File: src/rtl/adder_8bit_unit.sv
// Carry-lookahead adder leaf: combinational sum/carry plus one registered stage
// carrying the sum, carry, signed-overflow flag and a valid qualifier.
module adder_8bit_unit #(
  parameter int WIDTH = 8,
  parameter int GROUP = 4
) (
  input  logic             clk,
  input  logic             rst,
  input  logic [WIDTH-1:0] a,
  input  logic [WIDTH-1:0] b,
  input  logic             carry_in,
  input  logic             in_valid,
  output logic [WIDTH-1:0] sum,
  output logic             carry_out,
  output logic [WIDTH-1:0] sum_q,
  output logic             carry_out_q,
  output logic             overflow_q,
  output logic             out_valid
);

  localparam int NGRP = WIDTH / GROUP;

  // Flattened lookahead: carry out of the low n positions as a sum of products
  // of generate/propagate terms and the incoming carry, with no ripple chain.
  function automatic logic lookahead(input logic [WIDTH-1:0] gv,
                                     input logic [WIDTH-1:0] pv,
                                     input logic             cin,
                                     input int               n);
    logic acc;
    logic prod;
    acc = cin;
    for (int k = 0; k < n; k++) acc = acc & pv[k];
    for (int j = 0; j < n; j++) begin
      prod = gv[j];
      for (int k = j + 1; k < n; k++) prod = prod & pv[k];
      acc = acc | prod;
    end
    return acc;
  endfunction

  function automatic logic signed_ovf(input logic signed [WIDTH-1:0] x,
                                      input logic signed [WIDTH-1:0] y,
                                      input logic signed [WIDTH-1:0] s);
    return ((x < 0) == (y < 0)) && ((s < 0) != (x < 0));
  endfunction

  logic [WIDTH-1:0] g_p0;
  logic [WIDTH-1:0] p_p0;
  logic [WIDTH-1:0] c_p0;
  logic [NGRP-1:0]  grp_g_p0;
  logic [NGRP-1:0]  grp_p_p0;
  logic [NGRP:0]    grp_c_p0;
  logic             ovf_p0;

  always_comb begin
    g_p0     = a & b;
    p_p0     = a ^ b;
    grp_g_p0 = '0;
    grp_p_p0 = '0;
    grp_c_p0 = '0;
    c_p0     = '0;
    for (int k = 0; k < NGRP; k++) begin
      grp_g_p0[k] = lookahead(g_p0 >> (k * GROUP), p_p0 >> (k * GROUP), 1'b0, GROUP);
      grp_p_p0[k] = &p_p0[k*GROUP +: GROUP];
    end
    for (int k = 0; k <= NGRP; k++)
      grp_c_p0[k] = lookahead(WIDTH'(grp_g_p0), WIDTH'(grp_p_p0), carry_in, k);
    for (int k = 0; k < NGRP; k++)
      for (int j = 0; j < GROUP; j++)
        c_p0[k*GROUP + j] = lookahead(g_p0 >> (k * GROUP), p_p0 >> (k * GROUP),
                                      grp_c_p0[k], j);
  end

  assign sum       = p_p0 ^ c_p0;
  assign carry_out = grp_c_p0[NGRP];
  assign ovf_p0    = signed_ovf(a, b, sum);

  // ---- stage p0 -> p1 ----
  logic [WIDTH-1:0] sum_p1;
  logic             carry_p1;
  logic             ovf_p1;
  logic             vld_p1;

  always_ff @(posedge clk or posedge rst) begin
    if (rst) begin
      sum_p1   <= '0;
      carry_p1 <= 1'b0;
      ovf_p1   <= 1'b0;
      vld_p1   <= 1'b0;
    end else begin
      vld_p1 <= in_valid;
      if (in_valid) begin
        sum_p1   <= sum;
        carry_p1 <= carry_out;
        ovf_p1   <= ovf_p0;
      end
    end
  end

  assign sum_q       = sum_p1;
  assign carry_out_q = carry_p1;
  assign overflow_q  = ovf_p1;
  assign out_valid   = vld_p1;

endmodule

File: config.mk
export PLATFORM = sky130hd
export DESIGN_NAME = adder_8bit_unit
export DESIGN_NICKNAME = d
export VERILOG_FILES = /design/src/rtl/adder_8bit_unit.sv
export SDC_FILE = /design/constraint.sdc
export NUM_CORES = 1
export LEC_CHECK = 0
export CORE_ASPECT_RATIO = 0.9
export CORE_MARGIN = 3
export CORE_UTILIZATION = 39
export CTS_CLUSTER_SIZE = 24
export DETAILED_ROUTE_END_ITERATION = 7
export GPL_TIMING_DRIVEN = 0
export HOLD_SLACK_MARGIN = 0.12
export PLACE_DENSITY = 0.78
export REMOVE_ABC_BUFFERS = 1
export SLEW_MARGIN = 20
export SYNTH_ARGS = -nofsm -noshare
export SYNTH_HDL_FRONTEND = slang
export SYNTH_SLANG_ARGS = --single-unit
File: constraint.sdc
create_clock -name clk -period 5.2 [get_ports clk]
set_clock_uncertainty 0.05 [all_clocks]
set_input_delay 1.56 -clock clk [delete_from_list [all_inputs] [get_ports clk]]
set_output_delay 1.56 -clock clk [all_outputs]
set_load 0.02 [all_outputs]
Word level (Yosys, flattened, before mapping) --
Index checks and enable logic that the tools add are counted. W data, S select, Z words.
Storage, ports and cells: input bits 20, output and inout bits 20, flip-flop bits (word level) 11, word-level logic and storage cells 57
Cells by class: $lt $le $gt $ge 3, reductions and logical operators 3, bitwise operators 45, eq/ne operators 2
Operator list (number):
- $lt A8 B1 Y1 const B | 3
- $and A1 B1 Y1 | 21
- $or A1 B1 Y1 | 21
- $xor A8 B8 Y8 | 2
- $and A8 B8 Y8 | 1
- $reduce_and A4 Y1 | 2
- $eq A1 B1 Y1 | 1
- $logic_and A1 B1 Y1 | 1
- $ne A1 B1 Y1 | 1

Longest topological paths before layout --
word-level depth 18, gate-level depth with buffers 10, depth with buffers taken out 10

Least setup slack after synthesis --
Ideal clock, no wire load.
kind in2out, from input port a[1], to output port sum[5], stages on the path 7, required time 3.590 ns, arrival time 3.216 ns, path slack 0.374 ns, path buffers 0, cells stage by stage ha_1 -> a21oi_1 -> a21oi_1 -> a211oi_2 -> inv_1 -> fa_1 -> xor2_1
Between the ends: longest elaborated chain between the ends 11, elaborated cells between the ends (all ways) 16, those cells by class 15 x bitwise; 1 x reduce/logical
RTL lines:
- from (decl) | line 9 | input logic [WIDTH-1:0] a,
- $xor A8 B8 Y8 | line 57 | p_p0 = a ^ b;
- $and A1 B1 Y1 (3 in a row) | line 35 | for (int k = j + 1; k < n; k++) prod = prod & pv[k];
- $or A1 B1 Y1 (3 in a row) | line 36 | acc = acc | prod;
- $or A1 B1 Y1 * | line 36
- $and A1 B1 Y1 * | line 32 | for (int k = 0; k < n; k++) acc = acc & pv[k];
- $or A1 B1 Y1 * | line 36
- $xor A8 B8 Y8 * | line 74 | assign sum = p_p0 ^ c_p0;
- to (decl) | line 13 | output logic [WIDTH-1:0] sum,
Mark *: on every way between the ends. The rest lies on a longest branch, timed or not.

Worst setup path after layout --
from input port a[7], to output port carry_out
Between the ends: longest elaborated chain between the ends 6, elaborated cells between the ends (all ways) 13, those cells by class 12 x bitwise; 1 x reduce/logical
RTL lines:
- $xor A8 B8 Y8 | line 57
- $and A1 B1 Y1 | line 35
- $or A1 B1 Y1 (3 in a row) | line 36
- $or A1 B1 Y1 * | line 36
- to (decl) | line 14 | output logic carry_out,
Marked as above.

==> flow_summary.yaml <==
setup_path:
  critical_path_peak_fanout: 5
  worst-r2r-cell-count: 1
  crit-reg2reg-launch: "sum_q[6]"
  arrival_ns: 3.50
  r2r_slack_ns: 4.38
  timing.setup.critical_path_class: "input pin to primary output"
  worstReg2RegEnd: "sum_q[6]"
  worst_setup_path_end_kind: "primary output"
  worst-endpoint-required_ns: 3.59
  cp-start-kind: "input pin"
layout:
  num-nets-final: 148
  drive_above_1_share_pct: 27.0
  total_area_of_multi_input_combinational_cells_um2: 559
  commonest_cells_after_routing_fill_and_taps_aside: "clkdlybuf4s50_1 (27), dfrtp_1 (11), dlygate4sd2_1 (8), nor2_1 (6)"
  final_instance_count_excl_fillers: 139
  area_growth_syn_to_layout_pct: 60.9
  postLayoutCellArea_mm2: 0.00129
  ff_latch_area_um2: 275
  antennaDiodeCount: 0
  most_common_cell_after_layout_fill_and_taps_aside: "clkdlybuf4s50_1"
  fill_cell_total_of_the_finished_layout: 135
run:
  max_cap_violations: 0
min_path:
  min_path_cells: 2
  whs_endpoint: "overflow_q"
  worst_min_path_class: "flip-flop to flip-flop"
  timing.hold.worst.start: "overflow_q"
floorplan:
  design.core.area_mm2: 0.00180
  rows: 14
  fp.dieArea_mm2: 0.00263
  initial_core_util_pct: 44.4
  i_o_pin_total: 40
  die_h_um: 49.0
  fp.dieW_um: 53.8
placement:
  post_dp_cell_area_mm2: 0.00122
  placedCellCount: 133
  place.gp.congestion: 0.775
  io_buffer_count: 39
  place_hpwl_mm: 1.63
  dp_slack_ns: -0.717
synth:
  synth-seq-cells: 11
  netlist.area_leader.share_pct: 34.4
  async_reset_ff_share_pct: 100
  synth_enable_flop_cells: 0
  netlist_instances: 71
  yosys.cell_types.count: 27
  synth.top_cells.by_area: "dfrtp_1 (34%), ha_1 (16%), mux2_4 (5.6%)"
  biggest_area_consumer_among_synthesized_cells: "dfrtp_1"
  synth_warnings: 0
  netlist_area_um2: 801
  synth-main-ff-cell: "dfrtp_1"
  synth-seq-area-share_pct: 34.4
  syn_avg_cell_area_um2: 11.3
timing:
  grt_setup_unrepaired: "false"
  fmaxAchievable_mhz: 196
  tightest_slew_ns: 0.531
  timing.final.setup_violations: 0
  finalHoldViolCount: 0
  period_needed_ns: 5.11
  fin_crit_sh_pct: 98.2
  final_max_slew_violation_count: 0
  timing.slew.headroom_pct: 64.5
  layout_setup_ws_ns: 0.0916
  fin_hold_ws_ns: 0.439
outcome:
  run_status: "complete, no violations"
route:
  antenna_left: 0
  via_density_per_instance: 4.83
  dr.pass1.iters: 2
  detail_route.drc_violations: 0
  finalWirelength_mm: 1.90
  detail_route.wl_per_cell_um: 13.6
  vias: 671
  drt_iter0_markers: 3
clock_tree:
  cts.root.buffer_cell: "clkbuf_4"
  clk_latency_ns: 0.26
  clock_path_buffers: 2
  cts-htree-levels: 1
  path_clk_slew_ns: 0.06
  cts.hold.buffers_added: 0
  tritoncts: "built"
  numCtsBuffers: 3
  cts_num_sinks: 11
grt:
  globalRoute.totalOverflow: 0
  grt_pass1_wl_mm: 3.04
  initial_antenna_violation_count: 0
  via_count_of_the_first_global_routing_pass: 690
  grt.total_usage_pct: 15.6
  grt_start_max_net_pins: 12
pwr:
  power.density_mw_per_mm2: 286
  worst_supply_voltage_drop_on_vdd_uv: 146
  power.total_uw: 368
  total_leakage_power_uw: 0.000559
-- worst max-delay path, stage by stage --
cell and delay [ns]:
clkdlybuf4s50_1 0.44, ha_2 0.41, nand2_1 0.06, o21ai_0 0.26, o21bai_1 0.15, clkdlybuf4s50_1 0.62
-- state kept, by name, summed over array words and instances (netlist names) --
signal       cells
overflow_q       1
carry_out_q      1
sum_q            8
out_valid        1
-- cell families after synthesis --
group,after synthesis,synth area share [%]
compound gates,15,14.8
xor+xnor,7,8.60
fa+ha+maj,12,20.6
buf+inv,4,2.03
flops,11,34.4
mux,7,11.1
simple gates,15,8.44
-- worst max-delay path by stage --
stage	from	endpoint	slack, ns	cells past startpoint
2_1_floorplan	a[1]	sum[5]	0.37	7
3_3_place_gp	a[1]	sum[6]	-0.68	11
3_5_place_dp	a[1]	sum[6]	-0.72	11
4_1_cts	a[7]	carry_out	0.04	6
5_1_grt	a[7]	carry_out	0.009	6
6_report	a[7]	carry_out	0.09	6
-- report_power, final --
| group | internal (uW) | switching [uW] |
|---|---|---|
| clock | 29.7 | 26.6 |
| combinational | 103 | 96.0 |
| sequential | 103 | 9.67 |
-- layout make-up --
class	count	share of cell area [%]
multi-input combinational	56	43.4
sequential	11	21.4
tap	24	2.33
inverter	3	0.874
clock buffer	4	2.04
timing repair buffer	41	30.0
-- metrics by stage --
stage,setup TNS [ns],util [%]
2_1_floorplan,0,-
3_3_place_gp,-2.38,67.4
6_report,0,71.4
3_5_place_dp,-2.56,67.4
5_1_grt,0,71.4
4_1_cts,0,71.3
-- routing by layer --
metal	global-route usage, %	wire (um)
met3	5.81	125
met1	20.1	818
met5	0	0
met2	25.4	953
met4	1.28	0
-- timing repair --
item	4_1_cts	5_1_grt
setup buffers	2	0
gates resized for setup	31	1
cloned	0	0
pin swaps	5	1
setup endpoints to repair	6	4
-- synthesized netlist by cell type, types with 2 or more instances --
master and count:
nand2_1 4, o21a_1 2, fa_1 2, dfrtp_1 11, a21oi_1 5, xnor2_1 3
nor2_2 2, ha_1 10, mux2_2 3, xor2_1 3, o31ai_2 2, mux2_4 3
inv_1 2, nor2_1 6
Power figures use the tool's default switching activity.
==> edit 1, RTL diff (config.mk and constraints unchanged) <==
Make the reset (`rst`) synchronous in one clocked block.
--- a/src/rtl/adder_8bit_unit.sv
+++ b/src/rtl/adder_8bit_unit.sv
@@ -83,3 +83,3 @@
 
-  always_ff @(posedge clk or posedge rst) begin
+  always_ff @(posedge clk) begin
     if (rst) begin
Formal check against the unedited RTL: differs if rst is asserted again (counterexample within 4 cycles, from zero or initial values and one cycle with rst high); with rst held inactive, the same outputs for 10 cycles.
==> edit 1 against the unedited design <==
- sequential cell count stayed put
- via count is 14% higher
- setup slack better by 0.034 ns
- cell area hardly changed
- clock power is 7.3% higher
- area after synthesis is 1.3% lower
- first-iteration DRC count is 100% higher
- register-to-register slack worse by 0.03 ns
- wire length is 9.9% higher
- die area is 1.1% lower
- largest cell class unchanged
- total power is 15% lower
==> edit 1: results <==
{
  "outcome": "complete, no violations",
  "cellLeakagePower_nw": 0.5688,
  "first_pass_iters": 4,
  "drtIter0Drc": 6,
  "synthTopCellsByCount": "11 x dfxtp_1, 10 x ha_1, 10 x nor2_1",
  "maxSlewHeadroom_pct": 57.32,
  "grt_max_degree": 18,
  "synthTopCellsByArea": "dfxtp_1 28%, ha_1 16%, fa_1 5.1%",
  "grt_first_pass_wirelength_um": 3477,
  "dpl_worst_slack_ns": -0.5104,
  "synthArstFlopShare_pct": 0,
  "dp_hpwl_um": 1554,
  "worst_path_largest_cell_delay_ns": 0.40,
  "drive_gt1_share_pct": 15.20,
  "reg2reg_depth": 2,
  "min_from": "sum_q[5]",
  "drt-total-wl_um": 2085,
  "worst_ep_arrival_time_ns": 3.46,
  "critPathMaxFanout": 3,
  "first_global_vias": 804,
  "r2r_setup_slack_ns": 4.35,
  "layout.nets": 158,
  "hold_end": "sum_q[5]",
  "track_usage_pct": 17.89,
  "timing.rr.end": "overflow_q",
  "ir_drop_mv": 0.1623,
  "routabilityCongestion": 0.7690,
  "yosysSeqAreaShare_pct": 27.85,
  "critPathTopFamily": "adder cells",
  "yosysUniqueCellTypes": 29,
  "fillers": 148
}
[edit 1: cell count changes after synthesis, sizes merged, moves of 3 or more]
cell    change
dfrtp      -11
dfxtp      +11
mux2        -6
a21o        +4
nor3b       +4
inv         -3
mux2i       +3
nand2b      +3
[edit 1: cell families (layout without fill, tap and decap cells)]
family / Yosys count / after routing / synth area share, %
AND/OR/NAND/NOR: 31 / 31 / 20.89
AO/OA/AOI/OAI: 16 / 16 / 16.77
adder cells (fa/ha/maj): 12 / 12 / 20.89
flip-flops: 11 / 11 / 27.85
XOR/XNOR: 6 / 6 / 6.646
multiplexers: 4 / 4 / 5.063
buffers and inverters: 3 / 45 / 1.898
[edit 1: what timing repair did]
| item | CTS | global route |
|---|---|---|
| pin swaps | 1 | 4 |
| gates resized for setup | 19 | 13 |
| setup buffers | 0 | 2 |
| setup endpoints to repair | 6 | 5 |
[edit 1: power by group]
part           leakage, nW  internal [W]  switching (W)
Clock               0.0150     0.0000297      0.0000307
Sequential          0.0908     0.0000926     0.00000399
Combinational        0.463     0.0000770      0.0000791
Total                0.569      0.000199       0.000114
[edit 1: cell type report]
cell class                 count  share of cell area, %
multi-input combinational     69                  47.43
tap                           24                  2.328
timing repair buffer          41                  31.13
sequential                    11                  17.07
clock buffer                   4                  2.037
[edit 1: routing by layer]
metal / GRT usage [%] / share of wire, %
met5: 0 / 0
met4: 5.532 / 1.2
met3: 6.442 / 6.3
met1: 19.10 / 38
met2: 31.63 / 54
[edit 1: how the worst max path moves through the flow]
stage               start        end  cells past startpoint  slack, ns
finish               a[2]     sum[6]                     10       0.13
global route         a[7]  carry_out                      7       0.03
CTS                  a[1]     sum[6]                     10       0.04
detailed placement   a[1]     sum[6]                     10      -0.51
global placement     a[1]     sum[6]                     10      -0.47
floorplan            a[1]     sum[6]                      8       0.50
[edit 1: stage by stage]
step                      cells  hold slack (ns)  total power [W]  instance area [sq um]
after floorplan              80           0.5288        0.0001786                  775.7
after global placement      143           0.4231        0.0002470                   1196
after CTS                   147           0.4544        0.0003082                   1227
after global routing        149           0.5032        0.0003350                   1290
after detailed placement    143           0.4354        0.0002503                   1196
final                       149           0.4435        0.0003131                   1290
[edit 1: worst reg2reg max path, delay by kind of cell (launching register included)]
family | cells | cell delay (ns)
AO/OA/AOI/OAI | 1 | 0.24
flip-flops | 1 | 0.32
AND/OR/NAND/NOR | 1 | 0.13
==> edit 2, RTL diff (same flow settings) <==
Made on the original files. Change the parameter `GROUP` from 4 to 8.
--- a/src/rtl/adder_8bit_unit.sv
+++ b/src/rtl/adder_8bit_unit.sv
@@ -4,3 +4,3 @@
   parameter int WIDTH = 8,
-  parameter int GROUP = 4
+  parameter int GROUP = 8
 ) (
Formal check against the unedited RTL: equivalent (Yosys induction, for registers that start in step).
==> edit 2 against the unedited design <==
- setup slack improved by 0.027 ns
- global-route usage rose by 0.77 points
- cell count rose by 12%
- wire length rose by 14%
- count of clock-buffer cells in the layout did not move
- sequential power fell by 4%
- clock power rose by 8.2%
- cell area rose by 5.4%
- area after synthesis rose by 14%
- register-to-register slack got worse by 0.15 ns
- synthesized cell count rose by 27%
- total power fell by 1.5%
- sequential cell count did not move
- largest cell class unchanged
==> edit 2: results <==
{
  "vias_per_cell": 5.256,
  "cts_made_buffers": 3,
  "yosysUniqueCellTypes": 36,
  "min_from": "sum_q[1]",
  "cellLeakagePower_nw": 0.5781,
  "clock_tree.buffer_depth": 2,
  "p_switching_w": 0.0001376,
  "r2r_start": "carry_out_q",
  "reg2reg_depth": 2,
  "clock_sinks": 11,
  "outcome": "complete, no violations",
  "root_buffer": "clkbuf_4",
  "first_global_vias": 830,
  "drive_gt1_share_pct": 18.32,
  "whs_path_depth": 1,
  "worst_ep_arrival_time_ns": 3.47,
  "dp_hpwl_um": 1716,
  "synthTopCellsByCount": "11 x dfrtp_1, 9 x ha_1, 6 x nand3_1",
  "first_pass_iters": 4,
  "yosysSeqAreaShare_pct": 30.10,
  "grt_max_degree": 20,
  "critPathMaxFanout": 3,
  "ir_drop_mv": 0.1525,
  "dpl_worst_slack_ns": -0.4230,
  "startpoint": "b[0]",
  "drt-total-wl_um": 2161,
  "port-buffer-count": 39,
  "cts_max_level": 1,
  "yosysWarnings": 0,
  "synthTopCellsByArea": "dfrtp_1 30%, ha_1 12%, mux2_2 3.7%",
  "routabilityCongestion": 0.7514,
  "drtIter0Drc": 8,
  "largest_reg_flops": 8,
  "track_usage_pct": 16.37,
  "drc": 0,
  "num_antenna_cells": 0,
  "insertion_delay_ns": 0.27,
  "grt_first_pass_wirelength_um": 3719,
  "layout.nets": 162,
  "maxSlewHeadroom_pct": 52.48,
  "clk_pin_slew_ns": 0.07
}
==> edit 2: changes by cell type after synthesis, sizes merged, moves of 3 or more <==
cell    before  now
nor2         8    3
nor2b        0    4
nand3        1    6
o221ai       0    3
a21o         0    3
==> edit 2: worst max-delay path, cell delays in order <==
cell             delay, ns
clkdlybuf4s50_1       0.45
ha_1                  0.33
ha_2                  0.20
o21a_1                0.20
or2_1                 0.26
a21oi_2               0.18
xnor2_1               0.14
buf_4                 0.16
==> edit 2: per-stage QoR <==
step           instance area, sq um  instances  hold slack [ns]  total power, W  util (%)
3_5_place_dp                   1323        151           0.4288       0.0003086     64.06
5_1_grt                        1359        156           0.4656       0.0003855     65.82
6_report                       1359        156           0.4435       0.0003626     65.82
4_1_cts                        1351        155           0.4458       0.0003649     65.45
3_3_place_gp                   1323        151           0.4232       0.0003047     64.06
2_1_floorplan                 900.9         87           0.5595       0.0002197         -
==> edit 2: final cells by class <==
cell class	instances	area (sq um)
clock buffer	4	26.28
fill	169	705.7
timing repair buffer	40	379.1
inverter	5	18.77
sequential	11	275.3
tap	25	31.28
multi-input combinational	71	628.1
==> edit 2: worst paths after layout <==
path | to | slack (ns)
setup / recovery | sum[3] | 0.12
hold / removal | sum_q[1] | 0.44
setup reg to reg | carry_out_q | 4.23
hold reg to reg | sum_q[1] | 0.44
max in group asynchronous | sum_q[2] | 3.25
min in group asynchronous | sum_q[7] | 1.54
==> edit 2: timing repair <==
action                     4_1_cts  5_1_grt
pin swaps                        0        3
resized for setup               15       12
setup buffers                    0        1
hold buffers                     0        0
setup endpoints to repair        7        6
==> edit 2: power groups by stage <==
stage | Clock [W] | Sequential (W) | Combinational [W]
after detailed placement | 0 | 0.000110 | 0.000198
after floorplan | 0 | 0.000130 | 0.0000899
final | 0.0000609 | 0.000108 | 0.000193
after global placement | 0 | 0.000109 | 0.000195
after global routing | 0.0000660 | 0.000110 | 0.000209
after CTS | 0.0000626 | 0.000109 | 0.000194
==> edit 2: per-layer routing <==
layer,wire length (um),GRT usage [%]
met1,926,20.09
met3,116,3.226
met5,0,0
met2,1074,27.95
met4,43,6.950
==> edit 2: cells by family (layout without fill, tap and decap cells) <==
kind of cell	after synthesis	after routing	synth area share (%)
muxes	5	5	6.156
buffers and inverters	8	49	3.557
AOI/OAI and AO/OA	26	26	23.53
and+or+nand+nor	24	24	14.77
xor gates and xnor gates	6	6	7.388
adders and majority gates	10	10	14.50
DFF	11	11	30.10
